$ cat config.mk
export PLATFORM = sky130hd
export DESIGN_NAME = mmio_uart_tx_flat
export DESIGN_NICKNAME = d
export VERILOG_FILES = /design/src/rtl/mmio_uart_tx_if.sv /design/src/rtl/mmio_uart_tx.sv /design/src/flat_wrapper.sv
export SDC_FILE = /design/constraint.sdc
export NUM_CORES = 1
export LEC_CHECK = 0
export BUFFER_PORTS_ARGS = -buffer_cell sky130_fd_sc_hd__buf_2
export CORE_MARGIN = 2
export CORE_UTILIZATION = 55
export DETAILED_ROUTE_END_ITERATION = 6
export PLACE_DENSITY = 0.77
export SYNTH_ARGS = -nofsm -noshare
export SYNTH_HDL_FRONTEND = slang
export SYNTH_SLANG_ARGS = --single-unit
$ cat constraint.sdc
create_clock -name clk -period 12 [get_ports clk]
set_input_delay 2.4 -clock clk [delete_from_list [all_inputs] [get_ports clk]]
set_output_delay 2.4 -clock clk [all_outputs]
set_load 0.005 [all_outputs]
$ cat src/rtl/mmio_uart_tx_if.sv
// Core data-bus port for the memory-mapped UART transmitter.
interface mmio_uart_tx_if;
    logic [31:0] dataAddr;
    logic [31:0] writeData;
    logic        we;
    logic [2:0]  f3;
    logic        hit;
    logic [31:0] readData;

    modport master (output dataAddr, writeData, we, f3, input  hit, readData);
    modport slave  (input  dataAddr, writeData, we, f3, output hit, readData);
endinterface

$ cat src/rtl/mmio_uart_tx.sv
// Memory-mapped 8N1 UART transmitter: 16-byte register window, TX FIFO,
// programmable bit period, serialiser with back-to-back frames.
module mmio_uart_tx #(
    parameter logic [31:0] BASE_ADDR  = 32'h0001_0000,
    parameter int unsigned FIFO_DEPTH = 8,
    parameter logic [15:0] DIV_RESET  = 16'd434
) (
    input  logic          clk,
    input  logic          reset,
    mmio_uart_tx_if.slave bus,
    output logic          txd,
    output logic          txEmpty
);
    localparam int unsigned PTR_W = $clog2(FIFO_DEPTH);
    localparam int unsigned CNT_W = PTR_W + 1;
    localparam logic [CNT_W-1:0] FULL_CNT = CNT_W'(FIFO_DEPTH);
    localparam logic [1:0] REG_DATA   = 2'd0;
    localparam logic [1:0] REG_STATUS = 2'd1;
    localparam logic [1:0] REG_DIV    = 2'd2;

    typedef enum logic [1:0] {IDLE, START, DATA, STOP} txStateT;

    logic [7:0]       fifoMem [FIFO_DEPTH];
    logic [PTR_W-1:0] wrPtr, rdPtr;
    logic [CNT_W-1:0] count, countD;
    logic             ovf;
    logic [15:0]      div;

    txStateT     state, nextState;
    logic [7:0]  shreg, shregD;
    logic [15:0] bitDiv, bitDivD, cycleCnt, cycleCntD;
    logic [2:0]  bitIdx, bitIdxD;
    logic        txdD, txEmptyD, pop;

    logic [1:0] regSel;
    logic       fifoEmpty, fifoFull, busy, bitEnd;
    logic       wrData, wrStatus, wrDiv, pushOk;
    logic       unusedBits;

    // Window decode
    assign regSel    = bus.dataAddr[3:2];
    assign bus.hit   = (bus.dataAddr[31:4] == BASE_ADDR[31:4]);
    assign wrData    = bus.we & bus.hit & (regSel == REG_DATA);
    assign wrStatus  = bus.we & bus.hit & (regSel == REG_STATUS);
    assign wrDiv     = bus.we & bus.hit & (regSel == REG_DIV);
    assign unusedBits = ^{bus.f3, bus.writeData[31:16], bus.dataAddr[1:0]};

    assign fifoEmpty = (count == '0);
    assign fifoFull  = (count == FULL_CNT);
    assign busy      = (state != IDLE);
    assign bitEnd    = (cycleCnt == bitDiv - 16'd1);

    // A push into a full FIFO survives only if the serialiser pops that same edge
    assign pushOk = wrData & (~fifoFull | pop);
    assign countD = count + CNT_W'(pushOk) - CNT_W'(pop);

    always_comb begin
        bus.readData = '0;
        if (bus.hit) begin
            case (regSel)
                REG_STATUS: bus.readData = {20'd0, 4'(count), 4'd0, ovf, fifoEmpty, fifoFull, busy};
                REG_DIV:    bus.readData = {16'd0, div};
                default:    bus.readData = '0;
            endcase
        end
    end

    always_ff @(posedge clk) begin
        if (pushOk) fifoMem[wrPtr] <= bus.writeData[7:0];
    end

    always_ff @(posedge clk or negedge reset) begin
        if (!reset) begin
            wrPtr <= '0;
            rdPtr <= '0;
            count <= '0;
            ovf   <= 1'b0;
            div   <= DIV_RESET;
        end else begin
            if (pushOk) wrPtr <= wrPtr + PTR_W'(1);
            if (pop)    rdPtr <= rdPtr + PTR_W'(1);
            count <= countD;
            if (wrData && fifoFull && !pop) ovf <= 1'b1;
            else if (wrStatus)              ovf <= 1'b0;
            if (wrDiv) div <= bus.writeData[15:0];
        end
    end

    always_ff @(posedge clk or negedge reset) begin
        if (!reset) state <= IDLE;
        else        state <= nextState;
    end

    always_comb begin
        nextState = state;
        case (state)
            IDLE:    if (!fifoEmpty) nextState = START;
            START:   if (bitEnd) nextState = DATA;
            DATA:    if (bitEnd && bitIdx == 3'd7) nextState = STOP;
            STOP:    if (bitEnd) nextState = fifoEmpty ? IDLE : START;
            default: nextState = IDLE;
        endcase
    end

    // Datapath updates; txd is computed from the next state so the flop leads the frame
    always_comb begin
        pop       = 1'b0;
        shregD    = shreg;
        bitDivD   = bitDiv;
        cycleCntD = cycleCnt;
        bitIdxD   = bitIdx;
        if (state != IDLE) cycleCntD = bitEnd ? 16'd0 : cycleCnt + 16'd1;
        if (nextState == START && state != START) begin
            pop       = 1'b1;
            shregD    = fifoMem[rdPtr];
            bitDivD   = (div == 16'd0) ? 16'd1 : div;
            cycleCntD = 16'd0;
        end
        if (state == START && nextState == DATA) bitIdxD = 3'd0;
        if (state == DATA && bitEnd) begin
            shregD  = {1'b0, shreg[7:1]};
            bitIdxD = bitIdx + 3'd1;
        end
        case (nextState)
            START:   txdD = 1'b0;
            DATA:    txdD = shregD[0];
            default: txdD = 1'b1;
        endcase
        txEmptyD = (nextState == IDLE) && (countD == '0);
    end

    always_ff @(posedge clk or negedge reset) begin
        if (!reset) begin
            txd      <= 1'b1;
            txEmpty  <= 1'b1;
            shreg    <= '0;
            bitDiv   <= 16'd1;
            cycleCnt <= '0;
            bitIdx   <= '0;
        end else begin
            txd      <= txdD;
            txEmpty  <= txEmptyD;
            shreg    <= shregD;
            bitDiv   <= bitDivD;
            cycleCnt <= cycleCntD;
            bitIdx   <= bitIdxD;
        end
    end
endmodule
$ cat src/flat_wrapper.sv
// flat-port wrapper written by rule: the top's interface ports become plain ports
module mmio_uart_tx_flat 
#(
    parameter logic [31:0] BASE_ADDR  = 32'h0001_0000,
    parameter int unsigned FIFO_DEPTH = 8,
    parameter logic [15:0] DIV_RESET  = 16'd434
)
  (clk, reset, txd, txEmpty, bus_dataAddr, bus_writeData, bus_we, bus_f3, bus_hit, bus_readData);
  mmio_uart_tx_if bus_i ();
  input  logic clk;
  input  logic reset;
  output logic txd;
  output logic txEmpty;
  input wire logic [$bits(bus_i.dataAddr)-1:0] bus_dataAddr;
  input wire logic [$bits(bus_i.writeData)-1:0] bus_writeData;
  input wire logic [$bits(bus_i.we)-1:0] bus_we;
  input wire logic [$bits(bus_i.f3)-1:0] bus_f3;
  output wire logic [$bits(bus_i.hit)-1:0] bus_hit;
  output wire logic [$bits(bus_i.readData)-1:0] bus_readData;
  assign bus_i.dataAddr = bus_dataAddr;
  assign bus_i.writeData = bus_writeData;
  assign bus_i.we = bus_we;
  assign bus_i.f3 = bus_f3;
  assign bus_hit = bus_i.hit;
  assign bus_readData = bus_i.readData;
  mmio_uart_tx #(.BASE_ADDR(BASE_ADDR), .FIFO_DEPTH(FIFO_DEPTH), .DIV_RESET(DIV_RESET)) u_core (.clk(clk), .reset(reset), .bus(bus_i), .txd(txd), .txEmpty(txEmpty));
endmodule
After elaboration in Yosys (flattened, before gate mapping):

Memory sizes are Yosys's and may differ from the RTL's.
Cells that the tools add are included.

* flip-flop bits (word level): 74
* memory bits (writable): 64
* input bits: 70
* output and inout bits: 35
* logic and storage cells: 81
* memories: 1

Memory list
* u_core.fifoMem: depth 8, width 8, rd ports 1, clocked after Yosys merged registers in 0, wr ports 1, line mmio_uart_tx.sv:23 `logic [7:0] fifoMem [FIFO_DEPTH];`

* add/sub/neg operators: 7
* eq/ne operators: 12
* muxes and demuxes: 22
* bitwise logic cells: 7
* reduce and logical (&&, ||, !) cells: 19

Operator list (number)
* $mux W16: 5
* $pmux W16 S2: 1
* $eq A28 B13 Y1 const B: 1
* $add A16 B1 Y16 const B: 1
* $eq A16 B16 Y1: 1
* $logic_not A16 Y1: 1
* $mux W8: 2
* $sub A16 B1 Y16 const B: 1
* $reduce_bool A2 Y1: 5
* $add A3 B1 Y3 const B: 3
* $eq A2 B2 Y1 const B: 4
* $logic_not A4 Y1: 2
* $mux W2: 4
* $pmux W2 S4: 1
* $logic_and A1 B1 Y1: 7
* $eq A2 B1 Y1 const B: 3
* $logic_not A2 Y1: 3
* $mux W1: 6
* $mux W3: 2
* $and A1 B1 Y1: 5
* $add A4 B1 Y4: 1
* $eq A4 B4 Y1 const B: 1
* $sub A4 B1 Y4: 1
* $eq A3 B3 Y1 const B: 1
* 5 further kinds: 5

Logic depth before layout (Yosys ltp):

* depth after elaboration: 14
* mapped depth: 20
* gate-level depth less buffers: 17

Least setup slack after synthesis:

OpenSTA, ideal clock, no wires.

* kind: input -> output
* start point: input bus_dataAddr[10]
* end point: output bus_readData[0]
* data arrival time: 3.521 ns
* required time: 9.600 ns
* slack: 6.079 ns
* cell stages on the path: 6
* path through: nor4b_1 nand4_1 nor2_1 clkbuf_1 nand2_1 nor2_1

* word-level cells in the longest chain between the ends: 2

RTL lines
* from (decl): line flat_wrapper.sv:14 `input wire logic [$bits(bus_i.dataAddr)-1:0] bus_dataAddr;`
* $eq A28 B13 Y1: line mmio_uart_tx.sv:42 `assign bus.hit = (bus.dataAddr[31:4] == BASE_ADDR[31:4]);`
* net bus_hit: line flat_wrapper.sv:18 `output wire logic [$bits(bus_i.hit)-1:0] bus_hit;`
* $mux W16: line mmio_uart_tx.sv:59 `if (bus.hit) begin`
* to (decl): line flat_wrapper.sv:19 `output wire logic [$bits(bus_i.readData)-1:0] bus_readData;`

The timed path passes the listed nets, and every way through them passes these cells.

Worst setup path in the final report:

* start point: input bus_dataAddr[10]
* end point: output bus_readData[9]

* word-level cells in the longest chain between the ends: 2

RTL lines (line)
* $eq A28 B13 Y1: mmio_uart_tx.sv:42
* $mux W16: mmio_uart_tx.sv:59

No other way between the ends.

==> metrics.md <==
| Metric | Value |
|---|---|
| Status | `complete, no violations` |
| Worst Setup End Kind | `output port` |
| Pre-CTS WS | `5110 ps` |
| Post-CTS Hold Fix Bufs | `0` |
| Diodes inserted | `0` |
| Power per cell area | `136 mW/mm^2` |
| Unrepaired setup endpoints after global routing | `no` |
| Max-slew violation count | `0` |
| Clock share of power | `0.492` |
| Register area share after synthesis | `0.545` |
| Setup Buffers After CTS | `0` |
| Yosys reg bits | `138` |
| DRT iter0 DRCs | `372` |
| Final core utilization | `0.638` |
| I/O Buffers | `67` |
| Internal power | `0.000850 W` |
| Area after DPL | `0.00735 sq mm` |
| Reg2reg start | `u_core.bitDiv[0]` |
| Final Critical Period | `6840 ps` |
| Top cell type's share of synthesized area | `0.277` |
| Final Cycle Share | `0.570` |
| Initial core utilization | `0.557` |
| First-pass GRT wire length | `24.5 mm` |
| Vias in the first global route | `4705` |
| R2R Path End | `u_core.txEmpty` |
| Die height | `116 um` |
| Comb pwr share | `0.037` |
| Clk root buf | `clkbuf_16` |
| I/O Pins | `105` |
| Top cells by area, synth | `edfxtp_1, dfrtp_1, mux2_2` |
| Post-synth top flop | `dfrtp_1` |
| Final worst slack | `5160 ps` |
| Commonest cells post-synth | `dfrtp_1, edfxtp_1, nand2_1` |
| Most common cell in the netlist | `dfrtp_1` |
| Ys async rst share | `0.536` |
| GR Overflow Total | `0` |
| Share of layout cells above drive strength 1 | `0.271` |
| Synthesis warning total | `0` |
| Crit Path Category | `input pin to output port` |
| Setup_tns | `0 ps` |
| CTS max path bufs | `2` |
| FF-to-FF path depth | `17` |
| Worst Hold Class | `register to register` |
| Switching Fraction | `0.215` |
| Data required, critical path | `9600 ps` |
| Max cap viols | `0` |
| WL per Instance | `18.5 um` |
| Post-Synthesis Cells | `571` |
| H-tree Lvls | `4` |
| CTS buffer count | `17` |
| Initial antenna violation count | `0` |
| Sequential share of power | `0.471` |
| Slew of the pin with the lowest slew margin | `1150 ps` |
| Via count | `4793` |
| F_max | `0.146 GHz` |
| Worst skew pair latency | `420 ps` |
| Vias per cell | `5.84` |
| Total Wirelength | `15.2 mm` |
| Fin cells | `821` |
| Die X | `116 um` |
| CP Max Fanout | `12` |
| Final Setup Violations | `0` |
| Crit start category | `input pin` |
| Post-route cell area | `0.00796 sq mm` |
| Largest net degree at the start of global routing | `75` |
| WHS Path Cells | `2` |
| DRT Pass-1 Iters | `5` |
| Remaining routing DRC violations | `0` |
| Die ar. | `0.0135 sq mm` |
| Leakage | `3.49 nW` |
| CTS tree | `done` |
| Mapped Area | `0.00694 sq mm` |
| CTS sink cnt | `138` |
| Clock transition at path regs | `50 ps` |
| Slew headroom | `0.234` |
| Placed wire-length estimate | `10.4 mm` |
| GRT Overall Usage | `0.241` |
| EDFF count, synth | `64` |
| Yosys top cell by area | `edfxtp_1` |
| Routed Antenna Nets | `0` |
| Placed Instances | `789` |
| Maximum vdd drop | `143 uV` |
| CP Data Arrival Time | `4440 ps` |
| # resized after CTS | `0` |
| Worst hold endpoint | `u_core.bitDiv[15]` |
| Core footprint | `0.0125 sq mm` |
| Internal reg-to-reg setup slack | `6980 ps` |
| Routability cong. | `0.847` |
| Final Hold Viols | `0` |
| Worst hold start | `u_core.bitDiv[15]` |
| Std cell rows | `41` |
| Syn avg cell area | `12.2 sq um` |
| Net Switching | `0.000233 W` |
| Layout area overhead | `14.6%` |
| Layout Nets | `722` |
| Clock skew | `7.70 ps` |
| Post-synth cell types | `69` |
critical path, cell delays in order:
cell and delay [ps]:
buf_2 100, nor4b_1 320, nand4_1 140, nor2_1 750, nand2_1 400, nor2_1 210
buf_2 130
metal layers:
layer  routed length (um)  vias to the layer above  global-route usage
met1                 6480                     2385               0.334
met3                 1120                       18              0.0638
li1                     -                     2198                   -
met2                 7410                      192               0.383
met4                  199                        0              0.0603
met5                    0                        -                   0
registers in the layout, indices dropped and copies added, names as in the netlist:
name and cells:
u_core.fifoMem 64, u_core.bitDiv 16, u_core.cycleCnt 16, u_core.div 16
u_core.shreg 8, u_core.count 4, u_core.bitIdx 3, u_core.rdPtr 3
u_core.wrPtr 3, u_core.state 2, u_core.ovf 1, u_core.txEmpty 1
u_core.txd 1
metrics by stage:
stage,hold WS [ps],total power (W)
finish,496,0.00108
global route,525,0.00112
CTS,499,0.00109
detailed placement,487,0.000560
global placement,479,0.000558
floorplan,465,0.000540
area by class of cell:
type / instances / area (sq um)
repair buffers: 72 / 373
clock buffers: 19 / 433
multi-input cells: 385 / 2900
inverters: 22 / 85.1
clock inverters: 13 / 169
flip-flops and latches: 138 / 3780
fillers: 906 / 4510
well taps: 172 / 215
layout by cell type (no fill, tap or decap), types with 4 or more instances in the layout:
master / n
nor4_1: 15
edfxtp_1: 64
nand2_1: 64
dfrtp_1: 66
nand4_1: 4
buf_2: 67
nor2b_1: 4
ha_1: 15
buf_4: 5
xor2_1: 12
a31oi_1: 4
clkbuf_16: 17
conb_1: 16
clkinvlp_4: 4
a21o_1: 6
mux2_2: 32
or3_1: 6
nor3b_1: 11
nor2_1: 24
mux4_2: 16
mux2i_1: 5
xnor2_1: 16
and3_1: 21
a22oi_1: 7
nand2b_1: 4
nand3_1: 12
o21ai_0: 25
inv_1: 21
a21oi_1: 6
dfstp_2: 8
nor3_1: 7
kinds of logic after synthesis:
group | share of synthesized area
compound gates | 0.0745
simple gates | 0.153
buf+inv | 0.0454
mux | 0.116
flops | 0.545
xor+xnor | 0.0353
fa+ha+maj | 0.0299
other cells | 0.000540
power by group through the flow:
| stage | sequential, W | clock [W] | combinational [W] |
|---|---|---|---|
| detailed placement | 0.000519 | 0 | 0.0000403 |
| global route | 0.000511 | 0.000560 | 0.0000448 |
| floorplan | 0.000514 | 0 | 0.0000261 |
| CTS | 0.000510 | 0.000539 | 0.0000407 |
| finish | 0.000510 | 0.000533 | 0.0000401 |
| global placement | 0.000519 | 0 | 0.0000391 |
how the worst max path moves through the flow:
stage,cells after the start,to,from
after floorplan,6,bus_readData[0],bus_dataAddr[10]
after global placement,7,bus_readData[2],bus_dataAddr[10]
after detailed placement,7,bus_readData[9],bus_dataAddr[10]
after CTS,7,bus_readData[9],bus_dataAddr[10]
after global routing,7,bus_readData[1],bus_dataAddr[10]
final,7,bus_readData[9],bus_dataAddr[10]
Note: power is estimated with default switching activity, not from simulation.
